--- config.mk ---
export PLATFORM = sky130hd
export DESIGN_NAME = bip_debug_unit
export DESIGN_NICKNAME = d
export VERILOG_FILES = /design/src/rtl/bip_debug_unit.sv
export SDC_FILE = /design/constraint.sdc
export NUM_CORES = 1
export LEC_CHECK = 0
export ABC_AREA = 1
export CAP_MARGIN = 30
export CORE_MARGIN = 2
export CORE_UTILIZATION = 40
export DETAILED_ROUTE_END_ITERATION = 8
export PLACE_DENSITY = 0.65
export SYNTH_ARGS = -nofsm -noshare
export SYNTH_HDL_FRONTEND = slang
export SYNTH_SLANG_ARGS = --single-unit
--- constraint.sdc ---
create_clock -name i_clk -period 2.6 [get_ports i_clk]
set_clock_uncertainty 0.2 [all_clocks]
set_input_delay 0.26 -clock i_clk [delete_from_list [all_inputs] [get_ports i_clk]]
set_output_delay 0.26 -clock i_clk [all_outputs]
set_load 0.02 [all_outputs]
--- src/rtl/bip_debug_unit.sv ---
// UART-driven debug controller for the BIP CPU: program load, run/step/reset, PC/ACC/cycle report.
// Latency: one command byte per i_rx_done; registered prog-write 1 cycle after the last byte of a word.
// Backpressure: each tx byte waits for i_tx_done; rx bytes outside IDLE/LD_* dropped (RUN treats them as abort).
module bip_debug_unit #(
    parameter int         NB_INSTRUC = 16,
    parameter int         NB_ADDR    = 11,
    parameter int         NB_DATA    = 16,
    parameter int         NB_CYCLES  = 32,
    parameter int         PROG_DEPTH = 2048,
    parameter logic [7:0] ACK_BYTE   = 8'hA5
) (
    input  logic                  i_clk,
    input  logic                  i_rst,
    input  logic [7:0]            i_rx_data,
    input  logic                  i_rx_done,
    output logic [7:0]            o_tx_data,
    output logic                  o_tx_start,
    input  logic                  i_tx_done,
    output logic                  o_prog_we,
    output logic [NB_ADDR-1:0]    o_prog_addr,
    output logic [NB_INSTRUC-1:0] o_prog_data,
    output logic                  o_cpu_en,
    output logic                  o_cpu_rst,
    input  logic [NB_ADDR-1:0]    i_pc,
    input  logic [NB_DATA-1:0]    i_acc,
    input  logic                  i_halt
);

    localparam int NBY_I = (NB_INSTRUC + 7) / 8;
    localparam int NBY_A = (NB_ADDR + 7) / 8;
    localparam int NBY_D = (NB_DATA + 7) / 8;
    localparam int NBY_C = (NB_CYCLES + 7) / 8;
    localparam int NBY_T = NBY_A + NBY_D + NBY_C;
    localparam int W_I   = 8 * NBY_I;
    localparam int W_A   = 8 * NBY_A;
    localparam int W_D   = 8 * NBY_D;
    localparam int W_C   = 8 * NBY_C;
    localparam int W_R   = 8 * NBY_T;
    localparam int BI_W  = $clog2(NBY_I + 1);
    localparam int RI_W  = $clog2(NBY_T + 1);

    typedef enum logic [3:0] {
        S_IDLE, S_LD_CNT, S_LD_DATA, S_CPU_RST, S_ACK_SEND, S_ACK_WAIT,
        S_RUN, S_STEP, S_REP_SNAP, S_REP_SEND, S_REP_WAIT
    } state_t;

    state_t               state, state_nxt;
    logic [15:0]          word_cnt;
    logic [15:0]          word_idx;
    logic                 cnt_byte;
    logic [BI_W-1:0]      byte_idx;
    logic [W_I-1:0]       word_sr;
    logic [W_I-1:0]       word_full;
    logic                 last_byte;
    logic [W_R-1:0]       snap;
    logic [RI_W-1:0]      rep_idx;
    logic [NB_CYCLES-1:0] cyc_cnt;

    assign last_byte = (byte_idx == BI_W'(NBY_I - 1));

    // Current word with the incoming byte merged into its lane
    always_comb begin
        word_full = word_sr;
        word_full[byte_idx*8 +: 8] = i_rx_data;
    end

    // CPU enable is gated by halt in the same cycle so a halted CPU never gets an extra tick
    assign o_cpu_en   = ((state == S_RUN) || (state == S_STEP)) && !i_halt;
    assign o_cpu_rst  = (state == S_CPU_RST);
    assign o_tx_start = (state == S_ACK_SEND) || (state == S_REP_SEND);
    assign o_tx_data  = ((state == S_ACK_SEND) || (state == S_ACK_WAIT)) ? ACK_BYTE :
                        ((state == S_REP_SEND) || (state == S_REP_WAIT)) ? snap[7:0] : 8'h00;

    // State register
    always_ff @(posedge i_clk or negedge i_rst) begin
        if (!i_rst) state <= S_IDLE;
        else        state <= state_nxt;
    end

    // Next-state logic: command decode, load sequencing, run/step exit, report byte walk
    always_comb begin
        state_nxt = state;
        case (state)
            S_IDLE: begin
                if (i_rx_done) begin
                    case (i_rx_data)
                        8'h01:   state_nxt = S_LD_CNT;
                        8'h02:   state_nxt = S_RUN;
                        8'h03:   state_nxt = S_STEP;
                        8'h04:   state_nxt = S_REP_SNAP;
                        8'h05:   state_nxt = S_CPU_RST;
                        default: state_nxt = S_IDLE;
                    endcase
                end
            end
            S_LD_CNT: begin
                if (i_rx_done && cnt_byte)
                    state_nxt = ({i_rx_data, word_cnt[7:0]} == 16'd0) ? S_ACK_SEND : S_LD_DATA;
            end
            S_LD_DATA: begin
                if (i_rx_done && last_byte && (word_idx == word_cnt - 16'd1))
                    state_nxt = S_CPU_RST;
            end
            S_CPU_RST:  state_nxt = S_ACK_SEND;
            S_ACK_SEND: state_nxt = S_ACK_WAIT;
            S_ACK_WAIT: if (i_tx_done) state_nxt = S_IDLE;
            S_RUN:      if (i_halt || i_rx_done) state_nxt = S_REP_SNAP;
            S_STEP:     state_nxt = S_REP_SNAP;
            S_REP_SNAP: state_nxt = S_REP_SEND;
            S_REP_SEND: state_nxt = S_REP_WAIT;
            S_REP_WAIT: begin
                if (i_tx_done)
                    state_nxt = (rep_idx == RI_W'(NBY_T - 1)) ? S_IDLE : S_REP_SEND;
            end
            default:    state_nxt = S_IDLE;
        endcase
    end

    // Load path: word count capture, byte assembly and the registered program-memory write
    always_ff @(posedge i_clk or negedge i_rst) begin
        if (!i_rst) begin
            word_cnt    <= '0;
            word_idx    <= '0;
            cnt_byte    <= 1'b0;
            byte_idx    <= '0;
            word_sr     <= '0;
            o_prog_we   <= 1'b0;
            o_prog_addr <= '0;
            o_prog_data <= '0;
        end else begin
            o_prog_we <= 1'b0;
            case (state)
                S_IDLE: begin
                    if (i_rx_done && (i_rx_data == 8'h01)) begin
                        cnt_byte <= 1'b0;
                        word_idx <= '0;
                        byte_idx <= '0;
                        word_sr  <= '0;
                    end
                end
                S_LD_CNT: begin
                    if (i_rx_done) begin
                        if (!cnt_byte) word_cnt[7:0]  <= i_rx_data;
                        else           word_cnt[15:8] <= i_rx_data;
                        cnt_byte <= ~cnt_byte;
                    end
                end
                S_LD_DATA: begin
                    if (i_rx_done) begin
                        if (last_byte) begin
                            // Out-of-range words are consumed but never written
                            o_prog_we   <= (32'(word_idx) < PROG_DEPTH);
                            o_prog_addr <= NB_ADDR'(word_idx);
                            o_prog_data <= word_full[NB_INSTRUC-1:0];
                            word_idx    <= word_idx + 16'd1;
                            byte_idx    <= '0;
                            word_sr     <= '0;
                        end else begin
                            word_sr  <= word_full;
                            byte_idx <= byte_idx + 1'b1;
                        end
                    end
                end
                default: ;
            endcase
        end
    end

    // Report path: snapshot taken one cycle after RUN/STEP ends, when the CPU is already frozen
    always_ff @(posedge i_clk or negedge i_rst) begin
        if (!i_rst) begin
            snap    <= '0;
            rep_idx <= '0;
        end else if (state == S_REP_SNAP) begin
            snap    <= {W_C'(cyc_cnt), W_D'(i_acc), W_A'(i_pc)};
            rep_idx <= '0;
        end else if ((state == S_REP_WAIT) && i_tx_done) begin
            snap    <= snap >> 8;
            rep_idx <= rep_idx + 1'b1;
        end
    end

    // Saturating count of enabled CPU cycles, cleared with every CPU reset pulse
    always_ff @(posedge i_clk or negedge i_rst) begin
        if (!i_rst)
            cyc_cnt <= '0;
        else if (state == S_CPU_RST)
            cyc_cnt <= '0;
        else if (o_cpu_en && (cyc_cnt != '1))
            cyc_cnt <= cyc_cnt + 1'b1;
    end

endmodule

; Word level (Yosys, flattened, before mapping)
; Index checks and enable logic that the tools add are counted.
[word_totals]
elab_cells = 114
out_inout_bits = 39
register_bits = 183
in_bits = 40
[classes]
order_cmp = 1
n_eq_ne = 29
muxes = 36
n_bitwise = 1
reduce_logical = 26
n_shift = 2
addsub = 6
[ops]
columns = cell, n
row1 = two-way mux 64 bit, 2
row2 = two-way mux 16 bit, 5
row3 = two-way mux 32 bit, 2
row4 = case mux 16 bit (2 select lines), 2
row5 = case mux 4 bit (11 select lines), 1
row6 = two-way mux 4 bit, 9
row7 = negation 5 -> 34 bit, 1
row8 = variable shift 8 x 34 -> 16 bit (first input constant), 1
row9 = indexed part select 8 x 34 -> 16 bit, 1
row10 = adder 32 x 1 -> 32 bit (second input constant), 1
row11 = inequality test 32 bit (second input constant), 1
row12 = equality test 4 x 3 -> 1 bit (second input constant), 5
row13 = case mux 4 bit (5 select lines), 1
row14 = inequality test 2 bit (second input constant), 9
row15 = adder 16 x 1 -> 16 bit (second input constant), 1
row16 = bitwise mux 16 bit, 1
row17 = equality test 16 bit, 1
row18 = equality test 8 x 2 -> 1 bit (second input constant), 2
row19 = equality test 8 x 3 -> 1 bit (second input constant), 2
row20 = logical NOT 16 bit, 1
row21 = less-than comparator 16 x 12 -> 1 bit (second input constant), 1
row22 = two-way mux 8 bit, 2
row23 = subtractor 16 x 1 -> 16 bit (second input constant), 1
row24 = AND reduction 3 bit, 5
row25 = other kinds (21), 43

; Depth between registers and ports, before layout
; Gate-level depths: netlist of the first run.
[logic_depth]
depth_word = 6
ltp_mapped = 17

; Worst setup path before layout of the first run
; No wires, ideal clock.
[synth_path]
kind = register to register
start = reg state[2]
end = reg cyc_cnt[7]
path_stages_with_launch = 8
setup_time_ns = 0.135
path_slack_ns = 0.458
required_time_ns = 2.265
n_path_buf = 1
t_arrival_ns = 1.807
path_cell_list = dfrtp_1 -> nor2_2 -> inv_2 -> nor3_1 -> inv_1 -> buf_2 -> o21ai_0 -> a21boi_0
[synth_lines]
columns = item, line_no
row1 = start: declaration, 47  ; state_t state, state_nxt;
row2 = start signal: assignment, 77  ; else state <= state_nxt;
row3 = equality test 4 x 2 -> 1 bit *, n/a
row4 = named net o_cpu_rst, 23  ; output logic o_cpu_rst,
row5 = two-way mux 32 bit or nonzero test 2 bit (tied branches), n/a
row6 = end signal: assignment, 190  ; cyc_cnt <= cyc_cnt + 1'b1;
row7 = end: declaration, 57  ; logic [NB_CYCLES-1:0] cyc_cnt;
; Mark *: on every way through the listed nets, which the timed path passes. The rest lies on a longest branch.
; A chain may end at the register's enable or synchronous reset.

; Worst setup path after layout of the first run
[layout_path]
start = reg state[2]
end = out o_cpu_rst
[layout_via]
elab_chain_cells = 1
[layout_rtl]
columns = item, line_no
row1 = equality test 4 x 2 -> 1 bit, 69  ; assign o_cpu_rst = (state == S_CPU_RST);
row2 = end: declaration, 23
; Every way passes these cells.

==> results_dict.tcl, run 1 <==
set metrics [dict create \
    outcome "completed" \
    finalCritPeriodShare_pct 96.61 \
    use_met2_pct 31.68 \
    grtUsageMet3_pct 3.605 \
    critPathLaunchType "flop" \
    regArea_um2 4579 \
    timing_hold_violations_final 0 \
    cts.clk_slew.worst_paths_ns 0.08 \
    final_common_cell "nand2_1" \
    yosysWarnings 0 \
    hp-class "in2async" \
    worst_pin_slew_ns 0.6407 \
    rsz0062_at_grt "no" \
    p_per_area_nw_per_um2 1048 \
    clkSinkCount 183 \
    cts_buffer_depth 2 \
    wl_per_cell_um 14.77 \
    syn_nets 1249 \
    multiInputGateArea_um2 4106 \
    num_antenna_cells 0 \
    h-tree-depth 4 \
    path_max_fanout 4 \
    final_cell_mix "nand2_1, dfrtp_1, inv_1" \
    drv_cap 0 \
    worstSkewPairLatency_ns 0.44 \
    ios 79 \
    synth_cell_type_count 45 \
    seq_area_frac_synth_pct 47.76 \
    grt_use_met1_pct 26.55 \
    tns_ns 0 \
    cts_buffers 17 \
    via_count 8256 \
    die_w_um 158.8 \
    busiest_layer "met2" \
    max-slew-margin-rel_pct 57.29 \
    holdWs_ns 0.1626 \
    routed_wl_um 23940 \
    hpwl_um 17620 \
    first_pass_iters 6 \
    core_region_area_um2 23470 \
    die_h_um 158.8 \
    critPathSlowestCell "clkdlybuf4s50_1" \
    initial_core_util_pct 40.85 \
    antenna_found_initial 1 \
    nFillCells 2270 \
    drt_iter0_drc 619 \
    setup_viol 0 \
    grt_pass1_vias 8162 \
    overflow 0 \
    cts_root_buf "clkbuf_16" \
    endpoint_kind "primary output" \
    grt_usage_pct 19.70 \
    cts_tree "done" \
    drv_slew 0 \
    yosys-top-cells-area "dfrtp_1, nand2_1, inv_1" \
    fin_crit_ns 2.512 \
    gp_congestion 0.8994 \
    worstPathArrival_ns 2.05 \
    max_stage_delay_ns 0.61 \
    worstPathRequired_ns 2.14 \
    fin_nets 1338 \
    vdd_ir_drop_max_uv 555.8 \
    synth.avg_cell_area_um2 7.991 \
    drive_gt1_share_pct 9.831 \
    synthCells 1200 \
    fmax_mhz 398.1 \
    rows 56 \
    syn_area_um2 9589 \
    p_leak_uw 0.005283 \
    worstPathCellList "nor2_2 > inv_2 > nor3_1 > buf_4 > clkdlybuf4s50_1" \
    dieArea_um2 25230 \
    critPathKind "reg2out" \
    syn2layout_area_growth_pct 19.57 \
    grt_pass1_wl_um 40790 \
    ant_nets 0 \
    drc 0 \
    ys_ff_latch 183 \
    utilization_pct 48.85 \
    grt_start_max_net_pins 64 \
    port_buffers 78 \
    viasPerCell 5.093 \
    synth_top_area_share_pct 47.76 \
    synth_top_area_cell "dfrtp_1" \
]
[cell usage after synthesis, drive strengths merged]
| cell | n |
|---|---|
| o221ai | 23 |
| nand2 | 302 |
| o32ai | 5 |
| o211ai | 16 |
| nor3 | 35 |
| xor2 | 15 |
| a21oi | 39 |
| a211oi | 1 |
| a31oi | 2 |
| o31ai | 4 |
| clkinv | 1 |
| a32oi | 3 |
| dfrtp | 183 |
| a22oi | 4 |
| buf | 15 |
| nor2 | 102 |
| nand3 | 70 |
| o22ai | 21 |
| clkbuf | 22 |
| and3 | 1 |
| o21ai | 112 |
| inv | 190 |
| ha | 9 |
| o21a | 2 |
| nor4 | 6 |
| xnor2 | 2 |
| nand4 | 13 |
| a21boi | 1 |
| o21bai | 1 |
[critical path: cells and delay by family (launching register included)]
kind / cells / cell delay [ns]
buffers and inverters: 3 / 0.89
and+or+nand+nor: 2 / 0.30
DFF: 1 / 0.42
[state kept, by name (all words and copies together), names as in the netlist]
register / flops
word_sr: 16
word_cnt: 16
snap: 64
o_prog_addr: 11
byte_idx: 2
o_prog_we: 1
cnt_byte: 1
state: 4
o_prog_data: 16
word_idx: 16
rep_idx: 4
cyc_cnt: 32
[routing by layer]
metal  part of all wire [%]  wire length, um
met1                     47            11250
met5                  0.067               16
met3                    4.9             1168
met2                     45            10870
met4                    2.6              631
[kinds of logic after synthesis]
kind of cell / count (synthesis) / synth area share [%]
buffers and inverters: 228 / 9.447
AND/OR/NAND/NOR: 529 / 25.38
XOR/XNOR: 17 / 1.553
flip-flops: 183 / 47.76
AO/OA/AOI/OAI: 234 / 14.69
adder cells (fa/ha/maj): 9 / 1.174
[what timing repair did]
| action | in CTS | in global routing |
|---|---|---|
| hold endpoints to repair | 59 | 0 |
| hold buffers | 1 | 0 |
| resized for setup | 8 | 6 |
| buffers inserted | 0 | 0 |
| setup endpoints to repair | 8 | 4 |
[stage by stage]
step | std cells | setup WS [ns] | power [uW] | area, um2
3_5_place_dp | 1588 | 0.1444 | 9279 | 10830
4_1_cts | 1621 | 0.06889 | 12100 | 11460
3_3_place_gp | 1588 | 0.2161 | 9192 | 10830
5_1_grt | 1621 | 0.01684 | 12960 | 11470
2_1_floorplan | 1200 | 0.4579 | 7723 | 9589
6_report | 1621 | 0.08820 | 12020 | 11470
[final timing paths]
path                                         startpoint                    endpoint  slack [ns]  cells after the start
min in group i_clk                              i_pc[9]         snap[9]$_DFFE_PN0P_        0.19                      3
worst max register to register  cyc_cnt[15]$_DFFE_PN0P_      cyc_cnt[0]$_DFFE_PN0P_        0.31                      9
worst min register to register   rep_idx[3]$_DFFE_PN0P_      rep_idx[3]$_DFFE_PN0P_        0.26                      1
max in group asynchronous                         i_rst        snap[21]$_DFFE_PN0P_        1.27                      3
worst max-delay path               state[2]$_DFFE_PN0P_                   o_cpu_rst        0.09                      5
worst min-delay path                              i_rst  o_prog_data[6]$_DFFE_PN0P_        0.16                      2
[layout make-up]
class | count | area share (%)
inverter | 191 | 6.296
multi-input combinational | 789 | 35.81
timing repair buffer | 107 | 8.970
clock buffer | 17 | 3.710
sequential | 183 | 39.94
tap | 319 | 3.481
clock inverter | 15 | 1.790
[power breakdown]
part / internal (uW) / total, uW / switching (uW)
sequential: 3900 / 4620 / 722
combinational: 1750 / 4600 / 2850
clock: 1560 / 2800 / 1240
total: 7210 / 12000 / 4810
Note: power is estimated with default switching activity, not from simulation.
==> run 2: changes to the inputs <==
CTS_BUF_LIST = sky130_fd_sc_hd__clkbuf_8   (was not set)
SETUP_SLACK_MARGIN = 0.1   (was not set)
==> run 2 against run 1 <==
Clock power decreased by 22%. Sequential power barely moved. Worst setup slack gained 0.14 ns. Sequential cell count unchanged. Critical path type unchanged. Non-clock buffer count stayed put. Maximum frequency rose by 5.9%. Hold slack got worse by 0.053 ns. Largest cell class unchanged. Highest routed layer unchanged.
==> results_dict.tcl, run 2 (same netlist as run 1, synthesis figures left out) <==
set metrics [dict create \
    worst-r2r-cell-count 11 \
    fin_nets 1338 \
    h-tree-depth 4 \
    path_max_fanout 7 \
    ios 79 \
    rows 56 \
    p_leak_uw 0.005209 \
    viasPerCell 5.078 \
    max_flop_register "snap" \
    hp-class "in2async" \
    utilization_pct 47.97 \
    largest_register_ffs 64 \
    r2r_slack_ns 0.31 \
    grt_usage_pct 19.58 \
    cts.clk_slew.worst_paths_ns 0.11 \
    first_pass_iters 5 \
    finalCritPeriodShare_pct 91.19 \
    holdWs_ns 0.1096 \
    fin_crit_ns 2.371 \
    final_common_cell "nand2_1" \
    grt_start_max_net_pins 64 \
    p_per_area_nw_per_um2 1012 \
    clkSinkCount 183 \
    worstPathArrival_ns 1.91 \
    vdd_ir_drop_max_uv 495.4 \
    num_antenna_cells 0 \
    critPathLaunchType "flop" \
    antenna_found_initial 1 \
    p_comb_share_pct 40.5 \
    core_region_area_um2 23470 \
    cts_root_buf "clkbuf_8" \
    dieArea_um2 25230 \
    p_seq_share_pct 40.5 \
    nFillCells 2294 \
    wl_per_cell_um 14.74 \
    setup_viol 0 \
    regToRegStartpoint "cyc_cnt[0]$_DFFE_PN0P_" \
    die_w_um 158.8 \
    drt_iter0_drc 482 \
    hpwl_um 17620 \
    max-slew-margin-rel_pct 56.75 \
    cts_buffer_depth 2 \
    fmax_mhz 421.8 \
    clock_power_share_pct 19.0 \
    timing_hold_violations_final 0 \
    drive_gt1_share_pct 10.37 \
    gp_congestion 0.8994 \
    drv_cap 0 \
    grt_pass1_vias 8063 \
    die_h_um 158.8 \
    final_cell_mix "nand2_1, dfrtp_1, inv_1" \
    via_count 8231 \
    worstSkewPairLatency_ns 0.48 \
    drv_slew 0 \
    outcome "completed" \
    postCtsSetupBuffers 0 \
    grt_pass1_wl_um 40500 \
    worstPathRequired_ns 2.14 \
    cts_buffers 17 \
    routed_wl_um 23900 \
    drc 0 \
    top_regs "snap: 64 flops, cyc_cnt: 32 flops" \
    rsz0062_at_grt "yes" \
    tns_ns 0 \
    swShare_pct 41.73 \
    port_buffers 78 \
    overflow 0 \
    critPathKind "reg2out" \
    endpoint_kind "primary output" \
    worst_pin_slew_ns 0.6488 \
    initial_core_util_pct 40.85 \
    p_sw_uw 4756 \
    reg2reg_to "cyc_cnt[15]$_DFFE_PN0P_" \
    power.internal_uw 6641 \
    ant_nets 0 \
    cts_tree "done" \
    syn2layout_area_growth_pct 17.43 \
]
[run 2: routing by layer]
metal | GRT usage (%) | up-vias | part of all wire, %
met5 | 0 | - | 0.071
met4 | 7.048 | 2 | 2.6
met3 | 3.683 | 46 | 4.4
met2 | 31.50 | 214 | 45
met1 | 26.44 | 3874 | 48
li1 | - | 4095 | -
[run 2: repair_timing]
action | 4_1_cts | 5_1_grt
resized for setup | 17 | 18
endpoints found under the setup margin | 10 | 13
hold endpoints to repair | 60 | 0
hold buffers | 1 | 0
pin swaps | 0 | 1
[run 2: power by group through the flow]
stage / sequential [uW] / combinational, uW / clock [uW]
floorplan: 4650 / 3070 / 0
global placement: 4640 / 4550 / 0
detailed placement: 4650 / 4630 / 0
CTS: 4610 / 4620 / 2220
global route: 4740 / 5250 / 2330
finish: 4610 / 4620 / 2170
[run 2: worst max path at each step]
stage / endpoint / startpoint / cells after the start / slack (ns)
floorplan: cyc_cnt[7]$_DFFE_PN0P_ / state[2]$_DFFE_PN0P_ / 7 / 0.46
CTS: o_tx_data[2] / state[2]$_DFFE_PN0P_ / 7 / 0.05
finish: o_tx_data[2] / state[1]$_DFFE_PN0P_ / 8 / 0.23
global placement: word_idx[12]$_DFFE_PN0P_ / i_rx_data[6] / 13 / 0.22
detailed placement: word_idx[12]$_DFFE_PN0P_ / i_rx_data[6] / 13 / 0.14
global route: o_tx_data[2] / state[0]$_DFFE_PN0P_ / 8 / 0.06
[run 2: per-stage QoR]
step	total power, uW	worst slack [ns]	cells	cell area (um2)
6_report	11400	0.2291	1621	11260
3_3_place_gp	9192	0.2161	1588	10830
3_5_place_dp	9279	0.1444	1588	10830
4_1_cts	11450	0.05454	1621	11280
5_1_grt	12320	0.06200	1621	11260
2_1_floorplan	7723	0.4579	1200	9589
[run 2: worst max-delay path, stage by stage, from the launching register on]
cell and delay (ns):
dfrtp_1 0.41, inv_2 0.08, nor2_2 0.10, inv_2 0.08, nor2_4 0.19, nor2_1 0.07, buf_4 0.16, o21ai_0 0.15
clkbuf_2 0.20
[run 2: cell type report]
| class | count | area (um2) | share of cell area (%) |
|---|---|---|---|
| multi-input combinational | 789 | 4121 | 36.60 |
| inverter | 191 | 721.9 | 6.411 |
| sequential | 183 | 4579 | 40.67 |
| timing repair buffer | 107 | 999.7 | 8.878 |
| clock buffer | 17 | 234.0 | 2.078 |
| tap | 319 | 399.1 | 3.544 |
| clock inverter | 15 | 205.2 | 1.822 |
